### src/rtl/ram_read_sequencer_pkg.sv
// Shared definitions for the operand-RAM read sequencer: FSM state
// encodings and the default RAM read latency, so that the RAM wrapper and
// the sequencer agree on one value.
package ram_read_sequencer_pkg;

    typedef enum logic [1:0] {
        ST_IDLE  = 2'd0,
        ST_ISSUE = 2'd1,
        ST_DRAIN = 2'd2,
        ST_DONE0 = 2'd3
    } seq_state_t;

    // Cycles from address issue to valid RAM data; legal range 1..4.
    localparam int DEFAULT_READ_LATENCY = 1;

endpackage

### src/rtl/ram_read_sequencer_if.sv
// Bundle of the request, RAM and capture-side signals of the read sequencer.
//
// Handshake: `start` is a one-cycle request that is accepted only while
// `busy` is low (and `abort` is low); there is no acknowledge, the rise of
// `busy` in the next cycle is the acceptance. On the capture side there is
// no ready/back-pressure: `data_valid` qualifies `data_out` for exactly one
// cycle per word and `counter_done` marks the final word (or the completion
// of a zero-length request), so the consumer must capture every valid word.
interface ram_read_sequencer_if #(
    parameter int n  = 6,
    parameter int AW = 4
);
    logic          start;
    logic [AW-1:0] base_addr;
    logic [AW:0]   num_words;
    logic          abort;
    logic          ram_en;
    logic [AW-1:0] ram_addr;
    logic [n-1:0]  ram_out;
    logic [n-1:0]  data_out;
    logic          data_valid;
    logic          counter_done;
    logic          busy;

    // Sequencer side.
    modport master (
        input  start, base_addr, num_words, abort, ram_out,
        output ram_en, ram_addr, data_out, data_valid, counter_done, busy
    );

    // Requester / RAM / capture side.
    modport slave (
        output start, base_addr, num_words, abort, ram_out,
        input  ram_en, ram_addr, data_out, data_valid, counter_done, busy
    );
endinterface

### src/rtl/valid_delay_line.sv
// Fixed-depth shift register of valid/last flags that tracks which RAM
// reads are in flight. A token entering here emerges DEPTH cycles later,
// aligned with the RAM data it belongs to. `flush` discards all tokens.
module valid_delay_line #(
    parameter int DEPTH = 1
) (
    input  logic clk,
    input  logic rst_n,
    input  logic flush,
    input  logic in_valid,
    input  logic in_last,
    output logic out_valid,
    output logic out_last
);

    logic [DEPTH-1:0] valid_q;
    logic [DEPTH-1:0] last_q;

    // Shift tokens one stage per cycle; flush empties every stage.
    always_ff @(posedge clk or negedge rst_n) begin
        if (!rst_n) begin
            valid_q <= '0;
            last_q  <= '0;
        end else if (flush) begin
            valid_q <= '0;
            last_q  <= '0;
        end else begin
            for (int i = DEPTH - 1; i > 0; i--) begin
                valid_q[i] <= valid_q[i-1];
                last_q[i]  <= last_q[i-1];
            end
            valid_q[0] <= in_valid;
            last_q[0]  <= in_valid & in_last;
        end
    end

    assign out_valid = valid_q[DEPTH-1];
    assign out_last  = last_q[DEPTH-1];

endmodule

### src/rtl/ram_read_sequencer.sv
// Reads a block of consecutive words from the synchronous operand RAM and
// presents them one per cycle on data_out/data_valid, pulsing counter_done
// with the final word. Owns the RAM address counter and read enable and
// hides the RAM read latency behind a matching valid-token delay line.
module ram_read_sequencer
    import ram_read_sequencer_pkg::*;
#(
    parameter int n            = 6,
    parameter int AW           = 4,
    parameter int READ_LATENCY = DEFAULT_READ_LATENCY
) (
    input  logic                 clk,
    input  logic                 rst_n,
    ram_read_sequencer_if.master bus,
    output seq_state_t           state_dbg
);

    seq_state_t    state_q;
    seq_state_t    state_d;
    logic [AW-1:0] addr_q;
    logic [AW:0]   remaining_q;
    logic          accept;
    logic          issue;
    logic          last_issue;
    logic          pipe_valid;
    logic          pipe_last;
    logic          dv_q;
    logic          done_q;
    logic [n-1:0]  data_q;

    // A request is taken only from IDLE, and abort always wins over start.
    assign accept     = (state_q == ST_IDLE) && bus.start && !bus.abort;
    assign issue      = (state_q == ST_ISSUE);
    assign last_issue = issue && (remaining_q == (AW+1)'(1));

    // State register.
    always_ff @(posedge clk or negedge rst_n) begin
        if (!rst_n) begin
            state_q <= ST_IDLE;
        end else begin
            state_q <= state_d;
        end
    end

    // Next-state logic; abort returns to IDLE from any state.
    always_comb begin
        state_d = state_q;
        case (state_q)
            ST_IDLE: begin
                if (accept) begin
                    state_d = (bus.num_words == '0) ? ST_DONE0 : ST_ISSUE;
                end
            end
            ST_ISSUE: begin
                if (last_issue) begin
                    state_d = ST_DRAIN;
                end
            end
            ST_DRAIN: begin
                // The final word is on the outputs this cycle.
                if (done_q) begin
                    state_d = ST_IDLE;
                end
            end
            ST_DONE0: begin
                state_d = ST_IDLE;
            end
            default: begin
                state_d = ST_IDLE;
            end
        endcase
        if (bus.abort) begin
            state_d = ST_IDLE;
        end
    end

    // Address and word counters: load on accept, step once per issued read.
    // Address arithmetic wraps modulo 2^AW by construction.
    always_ff @(posedge clk or negedge rst_n) begin
        if (!rst_n) begin
            addr_q      <= '0;
            remaining_q <= '0;
        end else if (bus.abort) begin
            remaining_q <= '0;
        end else if (accept) begin
            addr_q      <= bus.base_addr;
            remaining_q <= bus.num_words;
        end else if (issue) begin
            addr_q      <= addr_q + AW'(1);
            remaining_q <= remaining_q - (AW+1)'(1);
        end
    end

    valid_delay_line #(
        .DEPTH (READ_LATENCY)
    ) u_valid_delay_line (
        .clk       (clk),
        .rst_n     (rst_n),
        .flush     (bus.abort),
        .in_valid  (issue),
        .in_last   (last_issue),
        .out_valid (pipe_valid),
        .out_last  (pipe_last)
    );

    // Capture register: when a token emerges its RAM word is on ram_out.
    always_ff @(posedge clk or negedge rst_n) begin
        if (!rst_n) begin
            dv_q   <= 1'b0;
            done_q <= 1'b0;
            data_q <= '0;
        end else begin
            dv_q   <= pipe_valid & ~bus.abort;
            done_q <= pipe_valid & pipe_last & ~bus.abort;
            if (pipe_valid) begin
                data_q <= bus.ram_out;
            end
        end
    end

    assign bus.ram_en       = issue;
    assign bus.ram_addr     = issue ? addr_q : '0;
    assign bus.data_out     = data_q;
    assign bus.data_valid   = dv_q;
    assign bus.counter_done = done_q | (state_q == ST_DONE0);
    assign bus.busy         = (state_q != ST_IDLE);
    assign state_dbg        = state_q;

endmodule
### src/flat_wrapper.sv
// flat-port wrapper written by rule: the top's interface ports become plain ports
module ram_read_sequencer_flat import ram_read_sequencer_pkg::*;
#(
    parameter int n            = 6,
    parameter int AW           = 4,
    parameter int READ_LATENCY = DEFAULT_READ_LATENCY
)
  (clk, rst_n, state_dbg, bus_start, bus_base_addr, bus_num_words, bus_abort, bus_ram_out, bus_ram_en, bus_ram_addr, bus_data_out, bus_data_valid, bus_counter_done, bus_busy);
  ram_read_sequencer_if #(.n(n), .AW(AW)) bus_i ();
  input  logic clk;
  input  logic rst_n;
  output seq_state_t state_dbg;
  input wire logic [$bits(bus_i.start)-1:0] bus_start;
  input wire logic [$bits(bus_i.base_addr)-1:0] bus_base_addr;
  input wire logic [$bits(bus_i.num_words)-1:0] bus_num_words;
  input wire logic [$bits(bus_i.abort)-1:0] bus_abort;
  input wire logic [$bits(bus_i.ram_out)-1:0] bus_ram_out;
  output wire logic [$bits(bus_i.ram_en)-1:0] bus_ram_en;
  output wire logic [$bits(bus_i.ram_addr)-1:0] bus_ram_addr;
  output wire logic [$bits(bus_i.data_out)-1:0] bus_data_out;
  output wire logic [$bits(bus_i.data_valid)-1:0] bus_data_valid;
  output wire logic [$bits(bus_i.counter_done)-1:0] bus_counter_done;
  output wire logic [$bits(bus_i.busy)-1:0] bus_busy;
  assign bus_i.start = bus_start;
  assign bus_i.base_addr = bus_base_addr;
  assign bus_i.num_words = bus_num_words;
  assign bus_i.abort = bus_abort;
  assign bus_i.ram_out = bus_ram_out;
  assign bus_ram_en = bus_i.ram_en;
  assign bus_ram_addr = bus_i.ram_addr;
  assign bus_data_out = bus_i.data_out;
  assign bus_data_valid = bus_i.data_valid;
  assign bus_counter_done = bus_i.counter_done;
  assign bus_busy = bus_i.busy;
  ram_read_sequencer #(.n(n), .AW(AW), .READ_LATENCY(READ_LATENCY)) u_core (.clk(clk), .rst_n(rst_n), .bus(bus_i), .state_dbg(state_dbg));
endmodule
### config.mk
export PLATFORM = sky130hd
export DESIGN_NAME = ram_read_sequencer_flat
export DESIGN_NICKNAME = d
export VERILOG_FILES = /design/src/rtl/ram_read_sequencer_pkg.sv /design/src/rtl/ram_read_sequencer_if.sv /design/src/rtl/valid_delay_line.sv /design/src/rtl/ram_read_sequencer.sv /design/src/flat_wrapper.sv
export SDC_FILE = /design/constraint.sdc
export NUM_CORES = 1
export LEC_CHECK = 0
export CORE_UTILIZATION = 45
export DETAILED_ROUTE_END_ITERATION = 12
export GPL_TIMING_DRIVEN = 0
export PLACE_DENSITY_LB_ADDON = 0.2
export SETUP_SLACK_MARGIN = 0.15
export SLEW_MARGIN = 20
export SYNTH_ARGS = -nofsm -noshare
export SYNTH_HDL_FRONTEND = slang
export SYNTH_SLANG_ARGS = --single-unit
export TNS_END_PERCENT = 1
### constraint.sdc
create_clock -name clk -period 2.93 [get_ports clk]
set_input_delay 0.4395 -clock clk [delete_from_list [all_inputs] [get_ports clk]]
set_output_delay 0.4395 -clock clk [all_outputs]
set_load 0.1 [all_outputs]
==> run summary <==
run status: completed
Synth area leader: dfrtp_1
Arr. time, crit path: 2.39 ns
clock-pin transition on the worst setup and hold timing paths: 0.12 ns
clock latency on the worst-skew pair: 0.31 ns
number of rows in the core area: 17
Top Ports: 35
Initial Utilization: 49.84%
vias in the first global route: 932
Pleak: 0.6802 nW
largest net degree at the start of global routing: 22
routed via count: 995
remaining global-route overflow: 0
post-route clock skew: 0.006321 ns
power per unit of standard cell area: 904.3 nW/um^2
Yosys top cell area share: 45.90%
fraction of registers with async set/reset: 100.0%
area inside the core boundary: 2297 um^2
combined area of all synthesized cells: 1145 um^2
Post-DP Area: 1534 um^2
total DRC errors in the routed layout: 0
horizontal die dimension: 52.44 um
placement-stage worst setup slack: 0.2671 ns
initial antenna violation count: 0
required time at the endpoint of the critical path: 2.49 ns
number of warnings printed during yosys synthesis: 0
startpoint type of the worst setup path: flip-flop
utilization after layout: 68.03%
layout cells sized above 1: 19.86%
Hold Crit Class: reg -> reg
Period minus WS final: 2.832 ns
routed wire length: 2589 um
most common cell after layout, fill and taps aside: clkdlybuf4s50_1
maximum net fanout on the critical path: 10
worst path setup slack after routing: 0.09786 ns
worst slew slack as a fraction of its limit: 34.73%
number of diodes added for antenna fixing: 0
max-slew violation count: 0
distinct cell type count of the synthesized netlist: 35
Hold Buf Count CTS: 0
number of buffers between clock root and the deepest sink: 2
Final Cell Area: 1563 um^2
Die Ht: 52.44 um
number of nets still failing antenna checks after routing: 0
Syn Inst Count: 108
final std cells w/o fill: 174
Post-synth top flop: dfrtp_1
CTS tree: done
CTS H-Tree Depth: 1
number of buffers created by CTS: 3
weighted congestion reported at the end of routability-driven placement: 0.8819
Clock Root Buffer: clkbuf_4
Clock Sink Count: 21
Crit. End Element: output pin
register-to-register setup slack: 1.38 ns
Via density: 5.718
FILL cells: 203
Final Hold Violating Endpoints: 0
Die Footprint: 2750 um^2
average footprint of a synthesized cell: 10.60 um^2
commonest non-fill, non-tap cells in the layout: clkdlybuf4s50_1 (32), dfrtp_1 (20), mux2_2 (8)
all-layer global routing usage: 22.41%
Crit Path Class: reg -> out
crit share post-route: 96.66%
Net Count, Synth: 130
worst IR drop on VDD: 0.8259 mV
RSZ-0062 raised after global routing: true
number of nets in the layout: 169
post-synthesis sequential area ratio: 45.90%
I/O Buffers: 34
fmax: 353.1 MHz
wire length of the first global-routing pass: 4395 um
first-pass iteration count of the detailed router: 4
Layout Area Growth over Synthesis: 36.50%
final setup violation count: 0
total placed cells including tap cells: 170
average routed wire per standard cell: 14.88 um
number of flip-flops and latches in the synthesized netlist: 21
1st-iter DRT viols: 22
# Max-Cap Violations: 0
HPWL after DPL: 1942 um
biggest area contributors in the synthesized netlist: dfrtp_1 (46%), mux2_2 (7.9%), a221o_1 (3.5%), and2_1 (3.3%), ha_1 (3.3%)
transition at the pin with the smallest max-transition slack: 0.9760 ns
total negative slack for setup checks: 0 ns
number of flops mapped to enable cells by yosys: 0
## timing repair
action,4_1_cts,5_1_grt
setup endpoints to repair,5,6
hold endpoints to repair,0,0
gates resized for setup,1,1
buffers inserted,0,0
## routing by layer
metal	GRT usage (%)	up-vias	part of all wire, %
li1	-	482	-
met4	5.263	0	0.66
met3	5.217	2	5.4
met5	0	-	0
met1	29.78	483	46
met2	36.71	28	48
## power by group
part	leakage, nW	internal [mW]	switching [mW]
clock	0.0177	0.0510	0.0886
combinational	0.398	0.256	0.576
sequential	0.264	0.372	0.0702
total	0.680	0.678	0.735
## synthesized netlist by cell type (2+ instances only)
cell type,n
dfrtp_1,21
mux2_2,8
and2_1,6
nor3_1,6
a21oi_1,5
nor2b_1,5
o21ai_0,5
a221o_1,4
buf_2,4
inv_1,4
nor3b_1,4
clkbuf_1,3
ha_1,3
o22ai_1,3
a21o_1,2
nand3_1,2
nor2_1,2
nor4b_1,2
o32a_1,2
or2_2,2
## layout make-up
cell class | instances | area, um^2 | area share [%]
multi-input combinational | 74 | 574.3 | 36.75
sequential | 21 | 526.8 | 33.71
timing repair buffer | 34 | 341.6 | 21.86
buffer | 8 | 38.79 | 2.482
tap | 28 | 35.03 | 2.242
clock buffer | 3 | 22.52 | 1.441
inverter | 5 | 18.77 | 1.201
clock inverter | 1 | 5.005 | 0.3203
## state kept, by name, summed over array words and instances (netlist names)
register,flops
u_core.addr_q,4
u_core.bus.data_out,6
u_core.bus.data_valid,1
u_core.done_q,1
u_core.remaining_q,5
u_core.state_dbg,2
u_core.u_valid_delay_line.out_last,1
u_core.u_valid_delay_line.out_valid,1
## cells by family (layout without fill, tap and decap cells)
logic type | Yosys count | after routing | share of synthesized area (%)
multiplexers | 8 | 8 | 7.869
buffers and inverters | 13 | 51 | 5.027
AND/OR/NAND/NOR | 36 | 36 | 20.77
AO/OA/AOI/OAI | 27 | 27 | 17.16
adder cells (fa/ha/maj) | 3 | 3 | 3.279
flip-flops | 21 | 21 | 45.90
## critical path, stage by stage, from the launching register on
cell             delay [ns]
dfrtp_2                0.39
buf_2                  0.21
nor2b_4                0.21
and2_2                 0.15
clkdlybuf4s50_1        1.12
## worst paths after layout
path | startpoint | endpoint | depth (start not counted)
worst max register to register | u_core.remaining_q[1]$_DFFE_PN0P_ | u_core.state_dbg[1]$_DFFE_PN0P_ | 5
worst max-delay path | u_core.state_dbg[0]$_DFFE_PN0P_ | bus_ram_addr[0] | 4
max in group asynchronous | rst_n | u_core.state_dbg[0]$_DFFE_PN0P_ | 1
worst min register to register | u_core.u_valid_delay_line.out_last$_DFF_PN0_ | u_core.done_q$_DFF_PN0_ | 1
worst min-delay path | u_core.u_valid_delay_line.out_last$_DFF_PN0_ | u_core.done_q$_DFF_PN0_ | 1
min in group asynchronous | rst_n | u_core.bus.data_valid$_DFF_PN0_ | 1
## metrics by stage
step	power (mW)	hold slack, ns
floorplan	1.075	0.1439
global placement	1.258	0.4315
detailed placement	1.282	0.4370
CTS	1.423	0.4657
global route	1.487	0.4867
finish	1.413	0.4619
(Power assumes the default switching activity.)
